===== config.mk =====
export PLATFORM = sky130hd
export DESIGN_NAME = vdt_monitor
export DESIGN_NICKNAME = d
export VERILOG_FILES = /design/src/rtl/vdt_pkg.sv /design/src/rtl/vdt_edge.sv /design/src/rtl/vdt_monitor.sv
export SDC_FILE = /design/constraint.sdc
export NUM_CORES = 1
export LEC_CHECK = 0
export ABC_AREA = 0
export BUFFER_PORTS_ARGS = -buffer_cell sky130_fd_sc_hd__buf_2
export CAP_MARGIN = 40
export CELL_PAD_IN_SITES_DETAIL_PLACEMENT = 0
export CELL_PAD_IN_SITES_GLOBAL_PLACEMENT = 1
export CORE_UTILIZATION = 30
export DETAILED_ROUTE_END_ITERATION = 10
export HOLD_SLACK_MARGIN = 0.03
export PLACE_DENSITY = 0.56
export SYNTH_ARGS = -nofsm -noshare
export SYNTH_HDL_FRONTEND = slang
export SYNTH_SLANG_ARGS = --single-unit

===== constraint.sdc =====
create_clock -name pclk -period 4.26 [get_ports pclk]
set_clock_uncertainty 0.15 [all_clocks]
set_input_delay 0.852 -clock pclk [delete_from_list [all_inputs] [get_ports pclk]]
set_output_delay 0.852 -clock pclk [all_outputs]
set_load 0.01 [all_outputs]

===== src/rtl/vdt_pkg.sv =====
// rtl/vdt_pkg.sv - shared widths, reference raster geometry and lock state type
//
// Purpose: constants and types shared by the timing monitor, its edge
// detector and anything that drives or checks the reference 800x600 raster.
// Ports: none (package).

package vdt_pkg;

  // default counter widths
  localparam int HW_DEF = 12;
  localparam int VW_DEF = 11;

  // 800x600 reference geometry, horizontal in pclk cycles
  localparam int HSW = 120;
  localparam int HBP = 64;
  localparam int HEN = 800;
  localparam int HFP = 56;
  localparam int H_TOTAL_REF = HSW + HBP + HEN + HFP;

  // vertical in lines
  localparam int VSW = 6;
  localparam int VBP = 23;
  localparam int VEN = 600;
  localparam int VFP = 37;
  localparam int V_TOTAL_REF = VSW + VBP + VEN + VFP;

  typedef enum logic {
    LK_UNLOCKED = 1'b0,
    LK_LOCKED   = 1'b1
  } lock_state_t;

endpackage


===== src/rtl/vdt_edge.sv =====
// rtl/vdt_edge.sv - registered sample of a sync input with rise/fall pulses
//
// Purpose: holds the previous-cycle level of one sync input and flags its
// edges combinationally in the cycle the new level first appears.
// Ports:
//   pclk  in   pixel clock
//   rstn  in   synchronous active-low reset
//   d     in   sync input level
//   q     out  d delayed one cycle
//   rise  out  d & ~q
//   fall  out  ~d & q

module vdt_edge (
  input  logic pclk,
  input  logic rstn,
  input  logic d,
  output logic q,
  output logic rise,
  output logic fall
);

  always_ff @(posedge pclk) begin
    if (!rstn) begin
      q <= 1'b0;
    end else begin
      q <= d;
    end
  end

  assign rise = d & ~q;
  assign fall = ~d & q;

endmodule


===== src/rtl/vdt_monitor.sv =====
// rtl/vdt_monitor.sv - sink-side raster monitor: coordinates, geometry, lock
//
// Purpose: samples an hs/vs/de raster, recovers the active pixel coordinates
// and measures horizontal/vertical total, active and sync widths; asserts
// locked once consecutive frames report identical geometry.
// Ports:
//   pclk, rstn              clock, synchronous active-low reset
//   hs, vs, de              incoming raster (active-high)
//   de_out, x, y            de and active pixel coordinates, one cycle late
//   frame_start             one-cycle pulse after each vs rising edge
//   h_total/h_active/h_sync horizontal measurements (pclk cycles)
//   v_total/v_active/v_sync vertical measurements (lines)
//   locked                  geometry stable

module vdt_monitor
  import vdt_pkg::*;
#(
  parameter int HW          = HW_DEF,
  parameter int VW          = VW_DEF,
  parameter int LOCK_FRAMES = 2
) (
  input  logic          pclk,
  input  logic          rstn,
  input  logic          hs,
  input  logic          vs,
  input  logic          de,
  output logic          de_out,
  output logic [HW-1:0] x,
  output logic [VW-1:0] y,
  output logic          frame_start,
  output logic [HW-1:0] h_total,
  output logic [HW-1:0] h_active,
  output logic [HW-1:0] h_sync,
  output logic [VW-1:0] v_total,
  output logic [VW-1:0] v_active,
  output logic [VW-1:0] v_sync,
  output logic          locked
);

  localparam int MCW = $clog2(LOCK_FRAMES + 1);
  localparam logic [MCW-1:0] MC_MAX = MCW'(LOCK_FRAMES);
  localparam logic [HW-1:0]  H_MAX  = {HW{1'b1}};
  localparam logic [VW-1:0]  V_MAX  = {VW{1'b1}};

  function automatic logic [HW-1:0] h_inc(input logic [HW-1:0] v);
    return (v == H_MAX) ? v : v + HW'(1);
  endfunction

  function automatic logic [VW-1:0] v_inc(input logic [VW-1:0] v);
    return (v == V_MAX) ? v : v + VW'(1);
  endfunction

  // edge detection
  logic hs_rise, hs_fall, vs_rise, vs_fall, vs_q;
  logic unused_hs_q;  // hs level itself is never needed, only its edges

  vdt_edge u_hs_edge (
    .pclk (pclk),
    .rstn (rstn),
    .d    (hs),
    .q    (unused_hs_q),
    .rise (hs_rise),
    .fall (hs_fall)
  );

  vdt_edge u_vs_edge (
    .pclk (pclk),
    .rstn (rstn),
    .d    (vs),
    .q    (vs_q),
    .rise (vs_rise),
    .fall (vs_fall)
  );

  logic [HW-1:0] hc;   // cycles since last hs rise
  logic [HW-1:0] ac;   // de cycles in the current line
  logic [VW-1:0] vc;   // hs rises since last vs rise
  logic [VW-1:0] ya;   // lines containing de since last vs rise
  logic [VW-1:0] vsc;  // hs rises while vs high

  // a line that carried de is closing on this hs rise
  logic line_end_active;
  assign line_end_active = hs_rise && (ac != '0);

  // horizontal counters and measurements
  always_ff @(posedge pclk) begin
    if (!rstn) begin
      hc       <= '0;
      ac       <= '0;
      h_total  <= '0;
      h_active <= '0;
      h_sync   <= '0;
      x        <= '0;
      de_out   <= 1'b0;
    end else begin
      de_out <= de;
      if (de) x <= ac;
      if (hs_rise) begin
        h_total <= hc;
        hc      <= HW'(1);
        // blanking-only lines keep the previous active width
        if (ac != '0) h_active <= ac;
        ac <= de ? HW'(1) : '0;
      end else begin
        hc <= h_inc(hc);
        if (de) ac <= h_inc(ac);
      end
      if (hs_fall) h_sync <= hc;
    end
  end

  // vertical counters and measurements
  always_ff @(posedge pclk) begin
    if (!rstn) begin
      vc          <= '0;
      ya          <= '0;
      vsc         <= '0;
      v_total     <= '0;
      v_active    <= '0;
      v_sync      <= '0;
      y           <= '0;
      frame_start <= 1'b0;
    end else begin
      frame_start <= vs_rise;
      if (de) y <= ya;
      if (vs_rise) begin
        v_total  <= vc;
        v_active <= line_end_active ? v_inc(ya) : ya;
        // a coincident hs rise opens the first line of the new frame
        vc       <= hs_rise ? VW'(1) : '0;
        ya       <= '0;
        vsc      <= '0;
      end else begin
        if (hs_rise) vc <= v_inc(vc);
        if (line_end_active) ya <= v_inc(ya);
        if (hs_rise && vs_q) vsc <= v_inc(vsc);
      end
      if (vs_fall) v_sync <= hs_rise ? v_inc(vsc) : vsc;
    end
  end

  // geometry snapshot from the previous vs rise
  logic [HW-1:0] s_ht, s_ha;
  logic [VW-1:0] s_vt, s_va;
  logic          geom_match;

  assign geom_match = (h_total == s_ht) && (h_active == s_ha) &&
                      (v_total == s_vt) && (v_active == s_va);

  always_ff @(posedge pclk) begin
    if (!rstn) begin
      s_ht <= '0;
      s_ha <= '0;
      s_vt <= '0;
      s_va <= '0;
    end else if (vs_rise) begin
      s_ht <= h_total;
      s_ha <= h_active;
      s_vt <= v_total;
      s_va <= v_active;
    end
  end

  // lock FSM
  lock_state_t    state, state_next;
  logic [MCW-1:0] mc, mc_next;

  always_ff @(posedge pclk) begin
    if (!rstn) begin
      state <= LK_UNLOCKED;
      mc    <= '0;
    end else begin
      state <= state_next;
      mc    <= mc_next;
    end
  end

  always_comb begin
    state_next = state;
    mc_next    = mc;
    if (hc == H_MAX || vc == V_MAX) begin
      // raster stalled or runaway: nothing measured can be trusted
      state_next = LK_UNLOCKED;
      mc_next    = '0;
    end else if (vs_rise) begin
      if (geom_match) begin
        mc_next = (mc == MC_MAX) ? MC_MAX : mc + MCW'(1);
        if (mc_next == MC_MAX) state_next = LK_LOCKED;
      end else begin
        mc_next    = '0;
        state_next = LK_UNLOCKED;
      end
    end
  end

  assign locked = (state == LK_LOCKED);

endmodule


==> results of run 1 <==
[power breakdown]
group	switching (uW)	internal [uW]	total [uW]
clock	775	1240	2010
combinational	145	87.3	233
sequential	29.6	1910	1940
total	950	3240	4190
[through the flow]
| step | hold slack [ns] | instance area [um^2] | setup slack, ns | utilization |
|---|---|---|---|---|
| global placement | 0.289 | 9620 | 1.58 | 0.341 |
| global route | 0.345 | 10400 | 1.69 | 0.370 |
| detailed placement | 0.299 | 9640 | 1.60 | 0.342 |
| floorplan | 0.282 | 8700 | 2.14 | - |
| CTS | 0.309 | 10400 | 1.91 | 0.370 |
| finish | 0.309 | 10400 | 1.92 | 0.370 |
[metal layers]
metal  routed length [um]  vias up
met2                10200      117
met4                  473        0
met1                11500     3230
met5                    0        -
met3                 1040       32
li1                     -     3578
[tightest hold or removal path, cell delays in order (launching register included)]
cell and delay, ns:
dfxtp_1 0.31, nand2_1 0.05, a21oi_1 0.05
[registers in the layout, summed over array words and instances (netlist names), 12 cells and up]
register and cells:
ac 12, h_active 12, h_sync 12, h_total 12
hc 12, s_ha 12, s_ht 12, x 12
[area by class of cell]
class / count / area [um^2]
clock buffers: 41 / 746
clock inverters: 2 / 35.0
fillers: 2929 / 17700
inverters: 10 / 37.5
multi-input cells: 727 / 4410
flip-flops and latches: 202 / 4040
well taps: 378 / 473
repair buffers: 117 / 678
[cells by family after synthesis]
| group | Yosys count | share of synthesized area |
|---|---|---|
| buffers and inverters | 64 | 0.0292 |
| muxes | 36 | 0.0414 |
| adders and majority gates | 7 | 0.0101 |
| xor gates and xnor gates | 79 | 0.0796 |
| and+or+nand+nor | 421 | 0.228 |
| DFF | 202 | 0.465 |
| AOI/OAI and AO/OA | 184 | 0.146 |
[path summary, 6_finish.rpt]
path / startpoint / end / slack, ns / cells past startpoint
setup / recovery: ac[0] / v_active[9] / 1.92 / 7
hold / removal: mc[1] / mc[1] / 0.31 / 2
setup reg to reg: ac[0] / v_active[9] / 1.92 / 7
hold reg to reg: mc[1] / mc[1] / 0.31 / 2
[placed cells by master, fill, tap and decap left out, types with 7 or more instances in the layout]
master     instances
and2_1             8
xnor2_1           62
a21boi_0          87
and3_1             9
a21oi_1           32
nor2b_1           34
dfxtp_1          202
nor3_1            16
nand2_1          209
ha_1               7
clkbuf_16         25
clkbuf_1          10
buf_2             98
nor4_1             8
mux2i_1           36
nor2_1            61
nand4_1           26
inv_1             10
buf_4             16
o21ai_0           26
xor2_1            17
nand3_1           21
==> flow_metrics.py, run 1 <==
metrics = {
    "logic_synthesis": {
        "synthArstFlopShare": 0,
        "syn_inst": 993,
        "synth_edf_count": 0,
        "synth_top_cell_by_area": "dfxtp_1",
        "ys.flop_type": "dfxtp_1",
        "syn_nets": 1005,
        "yosysWarningCount": 0,
        "ys_seq_area_frac": 0.465,
        "yosysUniqueCellTypes": 58,
        "synth_top_area_frac": 0.465,
        "syn_area_mm2": 0.00870,
        "ys_seq_elements": 202,
        "syn_avg_cell_area_um2": 8.76,
        "synth.area.top_cells": "dfxtp_1 47%, nand2_1 9.0%, a21boi_0 7.5%",
        "synth_common_cells": "209 x nand2_1, 202 x dfxtp_1, 87 x a21boi_0, 62 x xnor2_1, 61 x nor2_1",
        "yosys.cell_count.top_type": "nand2_1",
    },
    "route": {
        "routed_via_density": 4.71,
        "vias": 6957,
        "drtPass1Iterations": 4,
        "ant_nets": 0,
        "drt-total-wl_um": 23200,
        "first_iter_violations": 339,
        "drc_errors": 0,
        "wire_per_inst_um": 15.7,
    },
    "power": {
        "finalPower_uw": 4190,
        "power_density_mw_per_mm2": 402,
        "peakVddDrop_uv": 254,
        "p_leak_uw": 0.00381,
    },
    "critical_path": {
        "worst_setup_path_start_kind": "register",
        "slowest_stage": "a31oi_2",
        "crit_buf_inv": 1,
        "critPathRequiredTime_ns": 4.53,
        "cp_max_fo": 11,
        "cp-end-kind": "register",
        "crit_arrival_ns": 2.61,
        "max_stage_delay_ns": 0.53,
        "crit_chain": "inv_1 > ha_1 > nor4b_2 > a31oi_2 > nor4b_1 > nor2_1 > o31ai_1",
        "crit_family": "compound AO/OA/AOI/OAI gates",
        "crit_type": "reg -> reg",
    },
    "global_route": {
        "grt_pass1_vias": 6687,
        "grt_start_max_net_pins": 106,
        "grt_overflow": 0,
        "antenna_found_initial": 0,
        "use_met3": 0.0334,
        "use_met1": 0.219,
        "gr-max-usage-layer": "met2",
        "use_met2": 0.256,
        "grtUsageTotal": 0.160,
        "grt_first_pass_wirelength_um": 37600,
    },
    "clocking": {
        "clkTransAtPathRegs_ns": 0.06,
        "clock_sinks": 202,
        "postCtsSetupRepairBufs": 0,
        "cts_root_buf": "clkbuf_16",
        "cts_resized": 0,
        "numCtsBuffers": 24,
        "cts_buffer_depth": 3,
        "clock_latency_ns": 0.51,
        "cts_tree": "done",
        "cts_hold_buf": 0,
        "htreeDepth": 1,
    },
    "timing": {
        "max_freq_mhz": 427,
        "setup-tns-final_ns": 0,
        "rsz0062_at_grt": "no",
        "relSlewSlack": 0.486,
        "slew_viol_final": 0,
        "worstMarginPinSlew_ns": 0.770,
        "period_needed_ns": 2.34,
        "min_period_over_period": 0.550,
        "final_hold_viol_count": 0,
        "setup_viol": 0,
    },
    "floorplan": {
        "die_area_mm2": 0.0297,
        "num_io_pins": 100,
        "core_mm2": 0.0282,
        "start_util": 0.309,
        "die-width_um": 172,
        "die_y_um": 172,
        "rows": 61,
    },
    "finish": {
        "drive_gt1_frac": 0.152,
        "insertedDiodeCount": 0,
        "final_nets": 1094,
        "final_cell_count_no_fill": 1477,
        "syn2layout_area_growth_pct": 19.9,
    },
    "status": {
        "status": "completed",
    },
    "place": {
        "dp.final_hpwl_um": 16200,
        "dpl.cell_count": 1434,
        "routabilityCongestion": 0.756,
        "port-buffer-count": 99,
    },
    "job": {
        "cap_violations": 0,
    },
    "hold_path": {
        "min_path_type": "reg -> reg",
    },
}
Note: power is estimated with default switching activity, not from simulation.
==> run 2: changes to the inputs <==
--- a/config.mk
+++ b/config.mk
@@ -13,7 +13,7 @@
 export CORE_UTILIZATION = 30
 export DETAILED_ROUTE_END_ITERATION = 10
 export HOLD_SLACK_MARGIN = 0.03
-export PLACE_DENSITY = 0.56
+export PLACE_DENSITY = 0.58
 export SYNTH_ARGS = -nofsm -noshare
 export SYNTH_HDL_FRONTEND = slang
 export SYNTH_SLANG_ARGS = --single-unit
==> constraint.sdc (replaced) <==
create_clock -name pclk -period 2.04 [get_ports pclk]
set_clock_uncertainty 0.15 [all_clocks]
set_input_delay 0.408 -clock pclk [delete_from_list [all_inputs] [get_ports pclk]]
set_output_delay 0.408 -clock pclk [all_outputs]
set_load 0.01 [all_outputs]
==> run 2 against run 1 <==
  * Setup slack lost 1.8 ns
  * Count of clock-buffer cells in the layout decreased by 2
  * Power rose by 110%
  * Hold slack lost 0.27 ns
  * Cell count is 6.2% higher
  * Via count up 5.5%
  * Critical path type is now in -> reg
  * Highest routed layer unchanged
==> flow_metrics.py, run 2 (synthesis gave the netlist of run 1 again) <==
metrics = {
    "status": {
        "status": "completed",
    },
    "critical_path": {
        "cp-end-kind": "register",
        "cp_max_fo": 12,
        "crit_type": "in -> reg",
        "reg2reg_to": "v_active[7]",
        "max_stage_delay_ns": 0.51,
        "r2r_start": "ac[1]",
        "slowest_stage": "dlygate4sd3_1",
        "critPathRequiredTime_ns": 2.28,
        "worstSetupStartpoint": "hs",
        "worst-path-stages": 8,
        "crit_chain": "dlygate4sd3_1 > buf_2 > nand2b_1 > a31oi_2 > buf_4 > nor3b_2 > and4_1 > nor3_1",
        "rrSetupSlack_ns": 0.17,
        "crit_buf_inv": 3,
        "crit_arrival_ns": 2.15,
        "reg2reg_depth": 8,
        "crit_family": "buffers and inverters",
        "worst_setup_path_start_kind": "input pin",
    },
    "floorplan": {
        "core_mm2": 0.0282,
        "die_y_um": 172,
        "die-width_um": 172,
        "rows": 61,
        "num_io_pins": 100,
        "die_area_mm2": 0.0297,
        "start_util": 0.309,
    },
    "timing": {
        "period_needed_ns": 1.91,
        "min_period_over_period": 0.937,
        "final_hold_viol_count": 0,
        "slew_viol_final": 0,
        "relSlewSlack": 0.701,
        "setup_viol": 0,
        "setup-tns-final_ns": 0,
        "max_freq_mhz": 523,
        "worstMarginPinSlew_ns": 0.443,
    },
    "finish": {
        "final_util": 0.397,
        "final_common_cell": "nand2_1",
        "final_cell_mix": "209 x nand2_1, 202 x dfxtp_1, 103 x buf_4",
        "insertedDiodeCount": 0,
        "fillers": 2929,
        "syn2layout_area_growth_pct": 28.5,
        "final_nets": 1185,
        "drive_gt1_frac": 0.220,
    },
    "global_route": {
        "antenna_found_initial": 0,
        "use_met2": 0.268,
        "grtUsageTotal": 0.168,
        "gr-max-usage-layer": "met2",
        "grt_start_max_net_pins": 65,
        "grt_overflow": 0,
        "use_met1": 0.234,
        "grt_first_pass_wirelength_um": 39300,
        "use_met3": 0.0314,
        "grt_pass1_vias": 7130,
    },
    "hold_path": {
        "whs_path_depth": 2,
        "hold_start": "vs",
        "min_path_type": "in -> reg",
        "hold_path_end": "u_vs_edge.q",
    },
    "clocking": {
        "cts_buffer_depth": 3,
        "clock_sinks": 202,
        "clkTransAtPathRegs_ns": 0.06,
        "cts_tree": "done",
        "clock_latency_ns": 0.51,
        "cts_root_buf": "clkbuf_16",
        "numCtsBuffers": 24,
        "htreeDepth": 1,
    },
    "route": {
        "ant_nets": 0,
        "drc_errors": 0,
        "drtPass1Iterations": 6,
        "first_iter_violations": 318,
        "wire_per_inst_um": 15.5,
        "routed_via_density": 4.68,
        "drt-total-wl_um": 24400,
        "vias": 7340,
    },
    "place": {
        "routabilityCongestion": 0.797,
        "port-buffer-count": 99,
        "dp.final_hpwl_um": 17500,
    },
    "job": {
        "cap_violations": 0,
    },
    "power": {
        "finalPower_uw": 8910,
        "power_density_mw_per_mm2": 797,
        "peakVddDrop_uv": 515,
        "p_leak_uw": 0.00431,
    },
}
-- run 2: power breakdown --
group	leakage, uW	internal, uW	switching (uW)	total [uW]
sequential	0.00163	4000	39.0	4030
combinational	0.00229	245	344	589
clock	0.000389	2620	1670	4290
-- run 2: metal layers --
layer / part of all wire / routed length [um]
met1: 0.50 / 12100
met4: 0.018 / 440
met5: 0 / 0
met2: 0.44 / 10700
met3: 0.047 / 1140
-- run 2: repair_timing --
action / in CTS / in global routing
endpoints found under the setup margin: 0 / 5
hold buffers: 1 / 0
hold endpoints to repair: 1 / 0
gates resized for setup: 0 / 3
buffers inserted: 0 / 0
-- run 2: worst max path at each step --
stage	endpoint	slack, ns
detailed placement	hc[3]	0.07
CTS	hc[3]	0.06
global route	v_active[7]	-0.01
global placement	v_active[7]	0.13
floorplan	hc[3]	0.09
finish	v_active[7]	0.13
-- run 2: cell type report --
cell class	instances	area (um^2)	share of cell area
Timing Repair Buffer	208	1390	0.125
Clock buffer	39	748	0.0669
Tap cell	378	473	0.0423
Inverter	10	37.5	0.00336
Multi-Input combinational cell	727	4430	0.396
Clock inverter	4	51.3	0.00459
Sequential cell	202	4040	0.362
-- run 2: metrics by stage --
step | setup WS (ns) | instances | hold slack, ns | instance area (um^2)
4_1_cts | 0.0606 | 1568 | 0.0318 | 11200
5_1_grt | -0.0117 | 1568 | 0.0360 | 11200
3_3_place_gp | 0.133 | 1524 | 0.291 | 10300
2_1_floorplan | 0.0918 | 993 | 0.282 | 8700
6_report | 0.129 | 1568 | 0.0431 | 11200
3_5_place_dp | 0.0673 | 1524 | 0.300 | 10300
==> run 3: changes to the inputs <==
--- a/config.mk
+++ b/config.mk
@@ -10,9 +10,11 @@
 export CAP_MARGIN = 40
 export CELL_PAD_IN_SITES_DETAIL_PLACEMENT = 0
 export CELL_PAD_IN_SITES_GLOBAL_PLACEMENT = 1
+export CORE_ASPECT_RATIO = 1.2
 export CORE_UTILIZATION = 30
 export DETAILED_ROUTE_END_ITERATION = 10
 export HOLD_SLACK_MARGIN = 0.03
+export MAX_ROUTING_LAYER = met4
 export PLACE_DENSITY = 0.58
 export SYNTH_ARGS = -nofsm -noshare
 export SYNTH_HDL_FRONTEND = slang
==> run 3 against run 2 <==
  * First-iteration DRC count rose by 8.5%
  * Critical path depth is the same
  * Power fell by 2.2%
  * Sequential power barely moved
  * Non-clock buffer count increased by 10
  * Clock power is 4.9% lower
  * Setup slack better by 0.013 ns
  * Design area increased by 0.27%
  * Hold slack improved by 0.064 ns
  * Via count is 0.38% lower
  * Routed wire length grew 2.9%
  * Maximum frequency up 0.69%
  * Critical endpoint unchanged
  * Largest cell class unchanged
==> flow_metrics.py, run 3 (synthesis gave the netlist of run 1 again) <==
metrics = {
    "global_route": {
        "grt_start_max_net_pins": 54,
        "grtUsageTotal": 0.177,
        "grt_pass1_vias": 7195,
        "antenna_found_initial": 0,
        "grt_overflow": 0,
        "grt_first_pass_wirelength_um": 40300,
    },
    "finish": {
        "final_util": 0.397,
        "insertedDiodeCount": 0,
        "final_common_cell": "nand2_1",
        "syn2layout_area_growth_pct": 28.9,
        "drive_gt1_frac": 0.227,
        "final_cell_area_mm2": 0.0112,
        "final_nets": 1194,
        "final_cell_mix": "209 x nand2_1, 202 x dfxtp_1, 112 x buf_4",
        "fillers": 2882,
    },
    "clocking": {
        "clock_sinks": 202,
        "clkTransAtPathRegs_ns": 0.06,
        "cts_root_buf": "clkbuf_16",
        "htreeDepth": 1,
        "numCtsBuffers": 23,
        "cts_tree": "done",
        "clock_latency_ns": 0.52,
        "cts_buffer_depth": 3,
    },
    "route": {
        "wire_per_inst_um": 15.9,
        "routed_via_density": 4.64,
        "vias": 7312,
        "first_iter_violations": 345,
        "ant_nets": 0,
        "drt-total-wl_um": 25100,
        "drc_errors": 0,
        "drtPass1Iterations": 4,
    },
    "floorplan": {
        "start_util": 0.308,
        "die_area_mm2": 0.0297,
        "die_y_um": 189,
        "rows": 67,
        "die-width_um": 157,
        "num_io_pins": 100,
        "core_mm2": 0.0283,
    },
    "timing": {
        "relSlewSlack": 0.670,
        "max_freq_mhz": 527,
        "worstMarginPinSlew_ns": 0.495,
        "setup-tns-final_ns": 0,
        "period_needed_ns": 1.90,
        "rsz0062_at_grt": "yes",
        "final_hold_viol_count": 0,
        "min_period_over_period": 0.930,
        "worst_slack_ns": 0.142,
        "slew_viol_final": 0,
        "setup_viol": 0,
    },
    "critical_path": {
        "r2r_start": "ac[0]",
        "reg2reg_to": "v_active[7]",
        "crit_type": "reg -> reg",
        "critPathRequiredTime_ns": 2.29,
        "crit_arrival_ns": 2.15,
        "reg2reg_depth": 8,
        "cp-end-kind": "register",
        "rrSetupSlack_ns": 0.14,
        "worst_setup_path_start_kind": "register",
        "cp_max_fo": 10,
    },
    "place": {
        "pre_cts_slack_ns": 0.0500,
        "routabilityCongestion": 0.800,
        "dp.final_hpwl_um": 18100,
        "port-buffer-count": 99,
        "postPlaceCellArea_mm2": 0.0104,
    },
    "hold_path": {
        "whs_path_depth": 3,
        "hold_start": "rstn",
        "min_path_type": "in -> reg",
        "hold_path_end": "v_active[3]",
    },
    "status": {
        "status": "completed",
    },
    "power": {
        "peakVddDrop_uv": 546,
        "finalPower_uw": 8710,
        "p_leak_uw": 0.00436,
        "power_density_mw_per_mm2": 778,
    },
    "job": {
        "cap_violations": 0,
    },
}
run 3: cell types whose count changed in the layout (fill, tap and decap cells not counted), sizes merged:
| cell | change |
|---|---|
| buf | +9 |
| clkbuf | -4 |
| clkinvlp | -1 |
| dlygate4sd3 | +1 |
| inv | +1 |
run 3: cell type report:
type	instances	area, um^2	area share
tap	379	474	0.0423
multi-input combinational	727	4450	0.397
inverter	10	37.5	0.00335
sequential	202	4040	0.361
clock buffer	35	691	0.0616
clock inverter	4	48.8	0.00435
timing repair buffer	218	1460	0.131
run 3: worst max path at each step:
stage	startpoint	end	depth (start not counted)
after floorplan	hc[0]	hc[3]	7
after global placement	hc[0]	hc[3]	6
after detailed placement	ac[0]	v_active[7]	8
after CTS	hc[0]	hc[3]	6
after global routing	ac[0]	v_active[7]	8
final	ac[0]	v_active[7]	8
run 3: per-layer routing:
layer / vias up / share of wire / global-route usage
li1: 3759 / - / -
met1: 3400 / 0.48 / 0.238
met2: 126 / 0.46 / 0.282
met3: 27 / 0.036 / 0.0214
met4: 0 / 0.018 / 0.0433
met5: - / 0 / -
run 3: repair_timing:
item | in CTS | in global routing
setup endpoints to repair | 0 | 10
setup buffers | 0 | 1
hold endpoints to repair | 2 | 0
hold buffers | 2 | 0
gates resized for setup | 0 | 7
run 3: per-stage QoR:
step / std cells / hold slack (ns)
floorplan: 993 / 0.282
global placement: 1533 / 0.302
detailed placement: 1533 / 0.296
CTS: 1574 / 0.0842
global route: 1575 / 0.102
finish: 1575 / 0.107
run 3: power by group:
part	switching, uW	internal (uW)
combinational	353	243
clock	1640	2440
sequential	39.5	4000
total	2030	6680
run 3: worst max-delay path, stage by stage (launching register included):
cell	delay, ns
dfxtp_1	0.34
inv_1	0.05
ha_1	0.19
nor4b_4	0.14
a31oi_2	0.23
buf_6	0.18
nor3b_4	0.23
and4_1	0.22
nor3_1	0.05
